[src/rtl/sprite_rom_pkg.sv]
// rtl/sprite_rom_pkg.sv - shared defaults, FSM state and return-tag types for the sprite ROM arbiter
package sprite_rom_pkg;

    localparam int NUM_REQ_DFLT = 4;
    localparam int ADDR_W_DFLT  = 15;
    localparam int DATA_W_DFLT  = 32;
    localparam int LEN_W_DFLT   = 5;
    localparam int MAX_REQ      = 8;

    typedef enum logic {
        IDLE  = 1'b0,
        BURST = 1'b1
    } arb_state_t;

    // id is sized for the largest supported requester count; an all-zero id means no word
    typedef struct packed {
        logic [MAX_REQ-1:0] id;
        logic               last;
    } tag_t;

endpackage

[src/rtl/rr_arbiter.sv]
// rtl/rr_arbiter.sv - combinational round-robin pick with optional absolute priority for requester 0
module rr_arbiter
    import sprite_rom_pkg::*;
#(
    parameter int NUM_REQ = NUM_REQ_DFLT,
    parameter int IDX_W   = (NUM_REQ > 1) ? $clog2(NUM_REQ) : 1
) (
    input  logic [NUM_REQ-1:0] req,
    input  logic [IDX_W-1:0]   ptr,
    input  logic               prio0_en,
    output logic [NUM_REQ-1:0] grant,
    output logic [IDX_W-1:0]   idx,
    output logic               any
);

    logic [NUM_REQ-1:0] cand;
    logic [IDX_W-1:0]   jj;
    logic               found;
    int                 j;

    always_comb begin
        grant = '0;
        idx   = '0;
        found = 1'b0;
        cand  = req;
        jj    = '0;
        j     = 0;
        if (prio0_en && req[0]) begin
            found = 1'b1;
        end else begin
            // with priority enabled requester 0 never takes part in the rotation
            if (prio0_en) begin
                cand[0] = 1'b0;
            end
            for (int i = 0; i < NUM_REQ; i++) begin
                j = int'(ptr) + i;
                if (j >= NUM_REQ) begin
                    j = j - NUM_REQ;
                end
                jj = IDX_W'(j);
                if (!found && cand[jj]) begin
                    found = 1'b1;
                    idx   = jj;
                end
            end
        end
        if (found) begin
            grant[idx] = 1'b1;
        end
        any = found;
    end

endmodule

[src/rtl/sprite_rom_arbiter.sv]
// rtl/sprite_rom_arbiter.sv - burst arbiter for the shared sprite ROM; FIXED_PRIO0_EN gives requester 0 absolute priority
module sprite_rom_arbiter
    import sprite_rom_pkg::*;
#(
    parameter int NUM_REQ = NUM_REQ_DFLT,
    parameter int ADDR_W  = ADDR_W_DFLT,
    parameter int DATA_W  = DATA_W_DFLT,
    parameter int ROM_LAT = 1,
    parameter int LEN_W   = LEN_W_DFLT
) (
    input  logic                      Clk,
    input  logic                      Reset,
    input  logic [NUM_REQ-1:0]        req,
    input  logic [NUM_REQ*ADDR_W-1:0] req_addr,
    input  logic [NUM_REQ*LEN_W-1:0]  req_len,
    output logic [NUM_REQ-1:0]        gnt,
    output logic                      busy,
    output logic [ADDR_W-1:0]         rom_addr,
    input  logic [DATA_W-1:0]         rom_data,
    output logic [NUM_REQ-1:0]        rd_valid,
    output logic                      rd_last,
    output logic [DATA_W-1:0]         rd_data
);

    localparam int IDX_W = (NUM_REQ > 1) ? $clog2(NUM_REQ) : 1;
`ifdef FIXED_PRIO0_EN
    localparam logic PRIO0 = 1'b1;
`else
    localparam logic PRIO0 = 1'b0;
`endif

    arb_state_t          state, state_nxt;
    logic [IDX_W-1:0]    ptr, ptr_nxt;
    logic [LEN_W-1:0]    remaining, remaining_nxt;
    logic [ADDR_W-1:0]   addr_nxt;
    logic [NUM_REQ-1:0]  owner;
    tag_t                issue_tag;
    tag_t                tag_pipe [ROM_LAT+1];
    logic [NUM_REQ-1:0]  arb_grant;
    logic [IDX_W-1:0]    arb_idx;
    logic                arb_any;
    logic [ADDR_W-1:0]   sel_addr;
    logic [LEN_W-1:0]    sel_len;
    logic                tag_unused;

    rr_arbiter #(
        .NUM_REQ (NUM_REQ),
        .IDX_W   (IDX_W)
    ) u_rr_arbiter (
        .req      (req),
        .ptr      (ptr),
        .prio0_en (PRIO0),
        .grant    (arb_grant),
        .idx      (arb_idx),
        .any      (arb_any)
    );

    assign sel_addr = req_addr[int'(arb_idx)*ADDR_W +: ADDR_W];
    assign sel_len  = req_len[int'(arb_idx)*LEN_W +: LEN_W];
    assign busy     = (state == BURST);

    always_comb begin
        state_nxt     = state;
        ptr_nxt       = ptr;
        remaining_nxt = remaining;
        addr_nxt      = rom_addr;
        issue_tag     = '0;
        gnt           = '0;
        case (state)
            IDLE: begin
                if (arb_any) begin
                    gnt            = arb_grant;
                    addr_nxt       = sel_addr;
                    remaining_nxt  = (sel_len == '0) ? '0 : sel_len - LEN_W'(1);
                    issue_tag.id   = MAX_REQ'(arb_grant);
                    issue_tag.last = (sel_len <= LEN_W'(1));
                    if (sel_len > LEN_W'(1)) begin
                        state_nxt = BURST;
                    end
                    // a priority win by requester 0 leaves the rotation among the others untouched
                    if (!(PRIO0 && arb_idx == '0)) begin
                        if (int'(arb_idx) == NUM_REQ - 1) begin
                            ptr_nxt = PRIO0 ? IDX_W'(1) : '0;
                        end else begin
                            ptr_nxt = arb_idx + IDX_W'(1);
                        end
                    end
                end
            end
            BURST: begin
                addr_nxt       = rom_addr + ADDR_W'(1);
                remaining_nxt  = remaining - LEN_W'(1);
                issue_tag.id   = MAX_REQ'(owner);
                issue_tag.last = (remaining == LEN_W'(1));
                if (remaining == LEN_W'(1)) begin
                    state_nxt = IDLE;
                end
            end
            default: state_nxt = IDLE;
        endcase
        if (!Reset) begin
            gnt = '0;
        end
    end

    always_ff @(posedge Clk) begin
        if (!Reset) begin
            state     <= IDLE;
            ptr       <= '0;
            remaining <= '0;
            owner     <= '0;
            rom_addr  <= '0;
            for (int k = 0; k <= ROM_LAT; k++) begin
                tag_pipe[k] <= '0;
            end
            rd_valid  <= '0;
            rd_last   <= 1'b0;
            rd_data   <= '0;
        end else begin
            state     <= state_nxt;
            ptr       <= ptr_nxt;
            remaining <= remaining_nxt;
            rom_addr  <= addr_nxt;
            if (state == IDLE && arb_any) begin
                owner <= arb_grant;
            end
            // stage 0 travels with rom_addr; the final stage lines up with rom_data
            tag_pipe[0] <= issue_tag;
            for (int k = 1; k <= ROM_LAT; k++) begin
                tag_pipe[k] <= tag_pipe[k-1];
            end
            rd_valid <= tag_pipe[ROM_LAT].id[NUM_REQ-1:0];
            rd_last  <= tag_pipe[ROM_LAT].last;
            rd_data  <= rom_data;
        end
    end

    assign tag_unused = ^tag_pipe[ROM_LAT].id;

endmodule

[config.mk]
export PLATFORM = sky130hd
export DESIGN_NAME = sprite_rom_arbiter
export DESIGN_NICKNAME = d
export VERILOG_FILES = /design/src/rtl/sprite_rom_pkg.sv /design/src/rtl/rr_arbiter.sv /design/src/rtl/sprite_rom_arbiter.sv
export SDC_FILE = /design/constraint.sdc
export NUM_CORES = 1
export LEC_CHECK = 0
export ABC_AREA = 1
export CORE_UTILIZATION = 46
export CTS_CLUSTER_DIAMETER = 120
export DETAILED_ROUTE_END_ITERATION = 6
export PLACE_DENSITY_LB_ADDON = 0.25
export SYNTH_ARGS = -nofsm -noshare
export SYNTH_HDL_FRONTEND = slang
export SYNTH_SLANG_ARGS = --single-unit
[constraint.sdc]
create_clock -name Clk -period 5.65 [get_ports Clk]
set_input_delay 0.8475 -clock Clk [delete_from_list [all_inputs] [get_ports Clk]]
set_output_delay 0.8475 -clock Clk [all_outputs]
set_load 0.02 [all_outputs]
==> impl_metrics.py <==
metrics = {
    "status": {
        "status": "completed",
    },
    "clock_network": {
        "numCtsBuffers": 9,
        "clkTransAtPathRegs_ns": 0.08,
        "cts_tree": "yes",
        "cts_max_level": 3,
        "clock-sinks": 74,
        "clock_latency_ns": 0.35,
        "root_buffer": "clkbuf_8",
        "post-cts-setup-buffers": 0,
        "postCtsHoldBufs": 0,
        "cts.path.max_buffers": 2,
        "cts.repair.resized": 0,
    },
    "global_routing": {
        "grt_max_degree": 58,
        "grt_antenna_before_repair": 0,
        "grt_overflow": 0,
        "grt_pass1_vias": 4003,
        "grt_use_total_pct": 25.00,
        "grt_pass1_wl_mm": 17.51,
    },
    "synthesis": {
        "syn-num-nets": 699,
        "synthCells": 572,
        "ys_ff_latch": 74,
        "yosys_warnings": 0,
        "synth_edf_count": 0,
        "synth_area_per_cell_um2": 6.831,
        "synth_area_leaders": "dfxtp_1 (38%), nand2_1 (14%), inv_1 (6.7%)",
        "syn_area_um2": 3907,
        "synth_top_cell_area_share_pct": 37.91,
        "ys_types": 39,
        "synth-seq-area-share_pct": 37.91,
        "async_reset_ff_share_pct": 0,
        "netlist.top_cell.by_area": "dfxtp_1",
        "synthFlopType": "dfxtp_1",
    },
    "critical_path": {
        "ff2ff_setup_slack_ns": 2.45,
        "r2r-end": "remaining[3]",
        "cpPeakStageDelay_ns": 0.63,
        "path_class": "in -> out",
        "crit_chain": "clkdlybuf4s50_1, inv_1, nand2_1, nand3_2, nand2_4, clkinv_1, nand2_1, nand2_1, nand2_2, nand2_4, inv_2, ha_1, nand2_1, nor2_1, clkdlybuf4s50_1",
        "cp_common_cell": "nand2_1",
        "endpoint_kind": "primary output",
        "cp_data_arrival_time_ns": 4.03,
        "crit_path_top_delay_cell": "clkdlybuf4s50_1",
        "critPathMaxFanout": 45,
        "worstSetupStartpointType": "primary input",
        "cp_num_buf_inv": 5,
        "cpLargestDelayFamily": "buffers and inverters",
        "r2r_start": "ptr[0]",
        "r2r_cells": 16,
        "crit_required_ns": 4.80,
    },
    "power": {
        "leakagePower_nw": 2.714,
        "p_total_mw": 3.100,
        "ir_drop_uv": 282.9,
        "p_per_area_nw_per_um2": 529.9,
    },
    "floorplan": {
        "dieArea_um2": 8867,
        "rows": 33,
        "initial_core_util_pct": 47.56,
        "core-area_um2": 8217,
        "io_pins": 175,
        "die_w_um": 94.17,
        "die_h_um": 94.17,
    },
    "final_layout": {
        "final_common_cell": "clkdlybuf4s50_1",
        "synthToLayoutAreaGrowth_pct": 49.73,
        "layout.nets": 858,
        "fin_area_um2": 5851,
        "layout_common_cells": "clkdlybuf4s50_1 (173), nand2_1 (146), dfxtp_1 (74)",
        "antenna_cells": 0,
        "drive_gt1_share_pct": 6.793,
    },
    "timing": {
        "post-route-min-period_ns": 4.878,
        "worst_slack_ns": 0.7721,
        "setup_viol": 0,
        "fin_crit_sh_pct": 86.33,
        "worst_slew_pin_slew_ns": 0.7384,
        "hold_viol": 0,
        "slew_headroom_pct": 50.72,
        "max_freq_ghz": 0.2050,
        "rsz0062_at_grt": "no",
        "finClkSkew_ns": 0.01365,
        "tns_ns": 0,
        "drv_slew": 0,
    },
    "min_path": {
        "whs_path_depth": 2,
        "hold_class": "reg -> reg",
        "holdPathEnd": "tag_pipe[1][4]",
        "hold_start": "tag_pipe[0][4]",
    },
    "job": {
        "maxCapViolations": 0,
    },
    "routing": {
        "dr.pass1.iters": 5,
        "drcViolationCount": 0,
        "drtIter0Drc": 188,
        "wl_per_cell_um": 12.88,
        "antenna_left": 0,
        "finalWirelength_mm": 10.83,
        "viasPerCell": 5.012,
        "num_vias": 4215,
    },
    "placed_design": {
        "place_area_um2": 5643,
        "pre_cts_ws_ns": 0.7912,
        "dp_hpwl_mm": 8.007,
        "gp_congestion": 0.8503,
        "portBuffers": 174,
    },
}
-- power breakdown --
| group | internal (mW) | total, mW | switching (mW) |
|---|---|---|---|
| clock | 0.212 | 0.426 | 0.214 |
| combinational | 0.707 | 1.94 | 1.23 |
| sequential | 0.641 | 0.734 | 0.0926 |
| total | 1.56 | 3.10 | 1.54 |
-- worst register-to-register path, cell delays in order, from the launching register on --
cell and delay (ns):
dfxtp_1 0.59, inv_2 0.17, nand2_1 0.14, nand3_2 0.11
nand2_4 0.12, clkinv_1 0.09, nand2_1 0.07, nand2_1 0.05
nand2_2 0.21, nand2_4 0.30, inv_2 0.53, nand2_1 0.14
a21oi_2 0.16, nor2_2 0.08, a21oi_2 0.16, nand2_1 0.09
a21oi_2 0.12
-- metrics by stage --
step                std cells  hold slack, ns  util [%]
floorplan                 572          0.3905         -
global placement          825          0.3926     68.68
detailed placement        825          0.3974     68.68
CTS                       841          0.4181     71.20
global route              841          0.4262     71.20
finish                    841          0.4164     71.20
-- flip-flops by register name, indices dropped and copies added (netlist names) --
register	count
busy	1
rd_valid	4
rd_last	1
rom_addr	15
tag_pipe	10
rd_data	32
remaining	5
owner	4
ptr	2
-- cell usage after synthesis (2+ instances only) --
library cell  instances
a31oi_1               5
o211ai_1              6
nor3_1                3
nand2_2               6
dfxtp_1              74
nor2_1               49
buf_2                 7
clkbuf_1             13
buf_4                 5
nand4_1               4
o22ai_1               7
o21ai_0              43
a21oi_1              35
nand2_1             146
xnor2_1               5
nand3b_1              2
nand2_4               6
inv_2                 4
nand3_2               3
o21ai_1              10
ha_1                  9
nand3_1              36
buf_6                 2
a21oi_2               4
inv_1                70
xor2_1                3
nor2_2                3
-- final cells by class --
class | count | area [um^2]
Timing Repair Buffer | 176 | 1752
Sequential cell | 74 | 1481
Clock inverter | 7 | 83.83
Clock buffer | 9 | 123.9
Tap cell | 105 | 131.4
Inverter | 76 | 287.8
Multi-Input combinational cell | 394 | 1991
Fill cell | 663 | 2366
-- worst max-delay path by stage --
stage	endpoint	cells past startpoint	start
after global placement	gnt[3]	15	req[1]
after detailed placement	gnt[1]	15	req[2]
final	gnt[1]	15	req[2]
after floorplan	gnt[1]	14	req[2]
after CTS	gnt[1]	15	req[2]
after global routing	gnt[3]	15	req[1]
-- per-layer routing --
metal  wire length [um]  global-route usage [%]
met1               4198                   26.69
met2               5525                   47.46
met3                916                   6.553
met4                193                   7.179
met5                  0                       0
-- cell families after synthesis --
logic type	Yosys count	synth area share (%)
adders and majority gates	9	2.882
and+or+nand+nor	263	30.20
buffers and inverters	104	11.14
AOI/OAI and AO/OA	114	16.07
xor gates and xnor gates	8	1.793
DFF	74	37.91
(Power assumes the default switching activity.)
==> variant 1: new RTL, same flow settings <==
Set the package constant `DATA_W_DFLT` to 16 (it was 32).
--- a/src/rtl/sprite_rom_pkg.sv
+++ b/src/rtl/sprite_rom_pkg.sv
@@ -5,3 +5,3 @@
     localparam int ADDR_W_DFLT  = 15;
-    localparam int DATA_W_DFLT  = 32;
+    localparam int DATA_W_DFLT  = 16;
     localparam int LEN_W_DFLT   = 5;
Interface: changed (resized rd_data and rom_data); port bits go from 175 to 143. The function was not compared with the original's and may differ.
==> variant 1 against the unedited design <==
- sequential power down 18%
- final area down 13%
- clock skew down 5.5 ps
- wire length down 14%
- sequential cell count down 16
- clock power down 23%
- synthesized area down 10%
- power down 15%
- setup slack better by 170 ps
==> variant 1: results (changes against the unedited design) <==
outcome = complete, no violations (unchanged)
skew final = 8.19 ps (was 13.7 ps)
vias in the first global route = 3,424 (was 4,003)
placement-stage worst setup slack = 1000 ps (was 791 ps)
crit path to = gnt[0] (was gnt[1])
Non-clk bufs = 145 (was 176)
library cells used by synthesis = 38 (was 39)
Register Area = 1160 µm² (was 1480 µm²)
Detail Placement HPWL = 6780 µm (was 8010 µm)
biggest regs = rd_data (16), rom_addr (15), tag_pipe (10) (was rd_data (32), rom_addr (15), tag_pipe (10))
Cell Area, Placed = 4890 µm² (was 5640 µm²)
Worst Reg-to-Reg Cells = 18 (was 16)
reg2reg setup slack = 2230 ps (was 2450 ps)
placed insts = 742 (was 825)
via/cell ratio = 5.09 (was 5.01)
post-synthesis instance total = 527 (was 572)
Fmax = 213 MHz (was 205 MHz)
Area contributors post-synth = dfxtp_1, nand2_1, inv_1, o21ai_0, nand3_1 (was dfxtp_1, nand2_1, inv_1, o21ai_0, nor2_1)
Clock Sinks = 58 (was 74)
Commonest cells post-synth = nand2_1, inv_1, dfxtp_1 (was nand2_1, dfxtp_1, inv_1)
drt pass-1 iters = 4 (was 5)
Initial DRC Count = 141 (was 188)
Critical path origin = req[3] (was req[2])
worst-skew pair later-pin latency = 330 ps (was 350 ps)
die area = 7990 µm² (was 8870 µm²)
DRT Wirelength = 9350 µm (was 10,800 µm)
fraction of layout cells with a size suffix above 1 = 7.59% (was 6.79%)
WP data arrival = 3860 ps (was 4030 ps)
#MultiIn Comb = 373 (was 394)
nets@finish = 765 (was 858)
Max-slew headroom = 56.5% (was 50.7%)
-- variant 1: layer usage --
metal	vias up	routed length [µm]	track usage (%)
met3	18	771	6.19
met4	0	169	9.52
li1	1953	-	-
met1	1722	3950	27.6
met5	-	0	0
met2	169	4460	41.6
-- variant 1: report_power, final --
group          internal, µW  leakage, µW  switching, µW
registers               515     0.000479           83.8
logic                   632      0.00174           1090
clock network           168    0.0000851            159
-- variant 1: cell families (layout without fill, tap and decap cells) --
| group | Yosys count | after routing | share of synthesized area [%] |
|---|---|---|---|
| flip-flops | 58 | 58 | 33.0 |
| adder cells (fa/ha/maj) | 9 | 9 | 3.21 |
| XOR/XNOR | 8 | 8 | 1.99 |
| AND/OR/NAND/NOR | 248 | 248 | 32.2 |
| buffers and inverters | 96 | 228 | 12.5 |
| AO/OA/AOI/OAI | 108 | 108 | 17.0 |
-- variant 1: worst min-delay path, delay by kind of cell (launching register included) --
kind / cells / cell delay (ps)
AND/OR/NAND/NOR: 1 / 40
flip-flops: 1 / 310
buffers and inverters: 1 / 40
==> variant 2: new RTL, same flow settings <==
Without the edit above. Make the reset (`Reset`) asynchronous in one clocked block.
--- a/src/rtl/sprite_rom_arbiter.sv
+++ b/src/rtl/sprite_rom_arbiter.sv
@@ -105,3 +105,3 @@
 
-    always_ff @(posedge Clk) begin
+    always_ff @(posedge Clk or negedge Reset) begin
         if (!Reset) begin
Behaviour: differs if Reset is asserted again (counterexample within 4 cycles, from zero or initial values and one cycle with Reset low); with Reset held inactive, the same outputs for 4 cycles.
==> variant 2 against the unedited design <==
- sequential cell count stayed put
- core utilization is 2.4 points higher
- wire length is 4.0% lower
- setup slack better by 270 ps
- non-clock buffer count is 1 higher
- final area is 0.79% lower
- power is 3.0% higher
- synthesized area is 1.8% lower
- largest power group unchanged
==> variant 2: results (changes against the unedited design) <==
global-route wire length before repair = 16,700 µm (was 17,500 µm)
CP peak stage delay = 540 ps (was 630 ps)
r2r endpoint = remaining[1] (was remaining[3])
seq pwr = 803 µW (was 734 µW)
Wirelength per Cell = 14.0 µm (was 12.9 µm)
Worst Reg-to-Reg Cells = 17 (was 16)
largest net degree at the start of global routing = 76 (was 58)
ANT cells = 0 (unchanged)
Synth Area in Compound Gates = 14.0% (was 16.1%)
CP Max Fanout = 18 (was 45)
reg2reg start = ptr[0] (unchanged)
Clk. pwr = 410 µW (was 426 µW)
Async SR Flop Fraction = 100% (was 0%)
nets@finish = 765 (was 858)
Filler cells = 569 (was 663)
total of warnings raised by yosys = 0 (unchanged)
reg2reg setup slack = 2380 ps (was 2450 ps)
Post-Syn Nets = 599 (was 699)
Post-CTS Resized = 0 (unchanged)
critical path depth in cells = 14 (was 15)
Power Density = 550 nW/µm² (was 530 nW/µm²)
worst-skew pair later-pin latency = 350 ps (about the same)
routability cong. = 0.833 (was 0.850)
Detail Placement HPWL = 7890 µm (was 8010 µm)
Critical path origin = req[1] (was req[2])
worst-margin pin slew = 899 ps (was 738 ps)
Initial DRC Count = 255 (was 188)
gr usage total = 24.7% (was 25.0%)
fraction of layout cells with a size suffix above 1 = 6.38% (was 6.79%)
Peak VDD IR = 304 µV (was 283 µV)
skew final = 10.4 ps (was 13.7 ps)
crit path to = gnt[0] (was gnt[1])
xor and xnor area share after synthesis = 1.37% (was 1.79%)
share of the yosys chip area belonging to registers = 48.3% (was 37.9%)
LEAKAGE = 0.00260 µW (was 0.00271 µW)
Layout Cells excl Fill = 745 (was 841)
clock buffer depth = 2 (unchanged)
vias in the first global route = 3,500 (was 4,003)
post-synthesis instance total = 472 (was 572)
via count = 3,832 (was 4,215)
Hold WC Path Type = flip-flop to flip-flop (unchanged)
placed insts = 729 (was 825)
top_reg_cell synth = dfrtp_1 (was dfxtp_1)
Area contributors post-synth = dfrtp_1, nand2_1, nand3_1, o21ai_0, inv_1 (was dfxtp_1, nand2_1, inv_1, o21ai_0, nor2_1)
Commonest cells post-synth = nand2_1, dfrtp_1, nand3_1 (was nand2_1, dfxtp_1, inv_1)
Post-Synth Adder-Cell Area = 2.93% (was 2.88%)
Sw Ratio = 49.4% (was 49.7%)
library cells used by synthesis = 38 (was 39)
outcome = complete, no violations (unchanged)
-- variant 2: cell count changes after synthesis, moves of 6 or more --
cell     delta
dfrtp_1    +74
nand2_4     -6
nand3_1     +7
a21oi_1    -22
nor2_1     -12
inv_1      -28
nand2_1    -33
dfxtp_1    -74
o21ai_0     -9
-- variant 2: how the worst min path moves through the flow --
stage / from / slack [ps] / cells past startpoint / end
final: tag_pipe[4] / 340 / 0 / rd_valid[3]
after global routing: tag_pipe[4] / 360 / 0 / rd_valid[3]
after CTS: tag_pipe[4] / 350 / 0 / rd_valid[3]
after detailed placement: tag_pipe[2] / 330 / 0 / rd_valid[1]
after global placement: tag_pipe[10] / 330 / 0 / tag_pipe[1]
after floorplan: tag_pipe[0] / 330 / 0 / rd_last
-- variant 2: cells by family (layout without fill, tap and decap cells) --
family	count (synthesis)	count (layout)
and+or+nand+nor	224	224
AOI/OAI and AO/OA	90	90
DFF	74	74
buffers and inverters	69	240
adders and majority gates	9	9
xor gates and xnor gates	6	6
-- variant 2: layout make-up --
| cell class | count | area share, % |
|---|---|---|
| multi-input combinational | 329 | 29.1 |
| timing repair buffer | 177 | 30.4 |
| clock inverter | 7 | 1.31 |
| inverter | 47 | 3.04 |
| sequential | 74 | 31.9 |
| tap | 102 | 2.20 |
| clock buffer | 9 | 2.13 |
-- variant 2: layer usage --
metal / share of wire, % / vias up / GRT usage, %
li1: - / 1890 / -
met1: 43 / 1730 / 32.2
met2: 47 / 194 / 41.1
met3: 8.5 / 18 / 5.12
met4: 1.5 / 0 / 7.95
met5: 0 / - / 0
-- variant 2: stage by stage --
| step | instance area (µm²) | worst slack, ps |
|---|---|---|
| CTS | 5800 | 1040 |
| finish | 5800 | 1040 |
| detailed placement | 5600 | 1060 |
| global route | 5800 | 796 |
| floorplan | 3840 | 2420 |
| global placement | 5600 | 1220 |
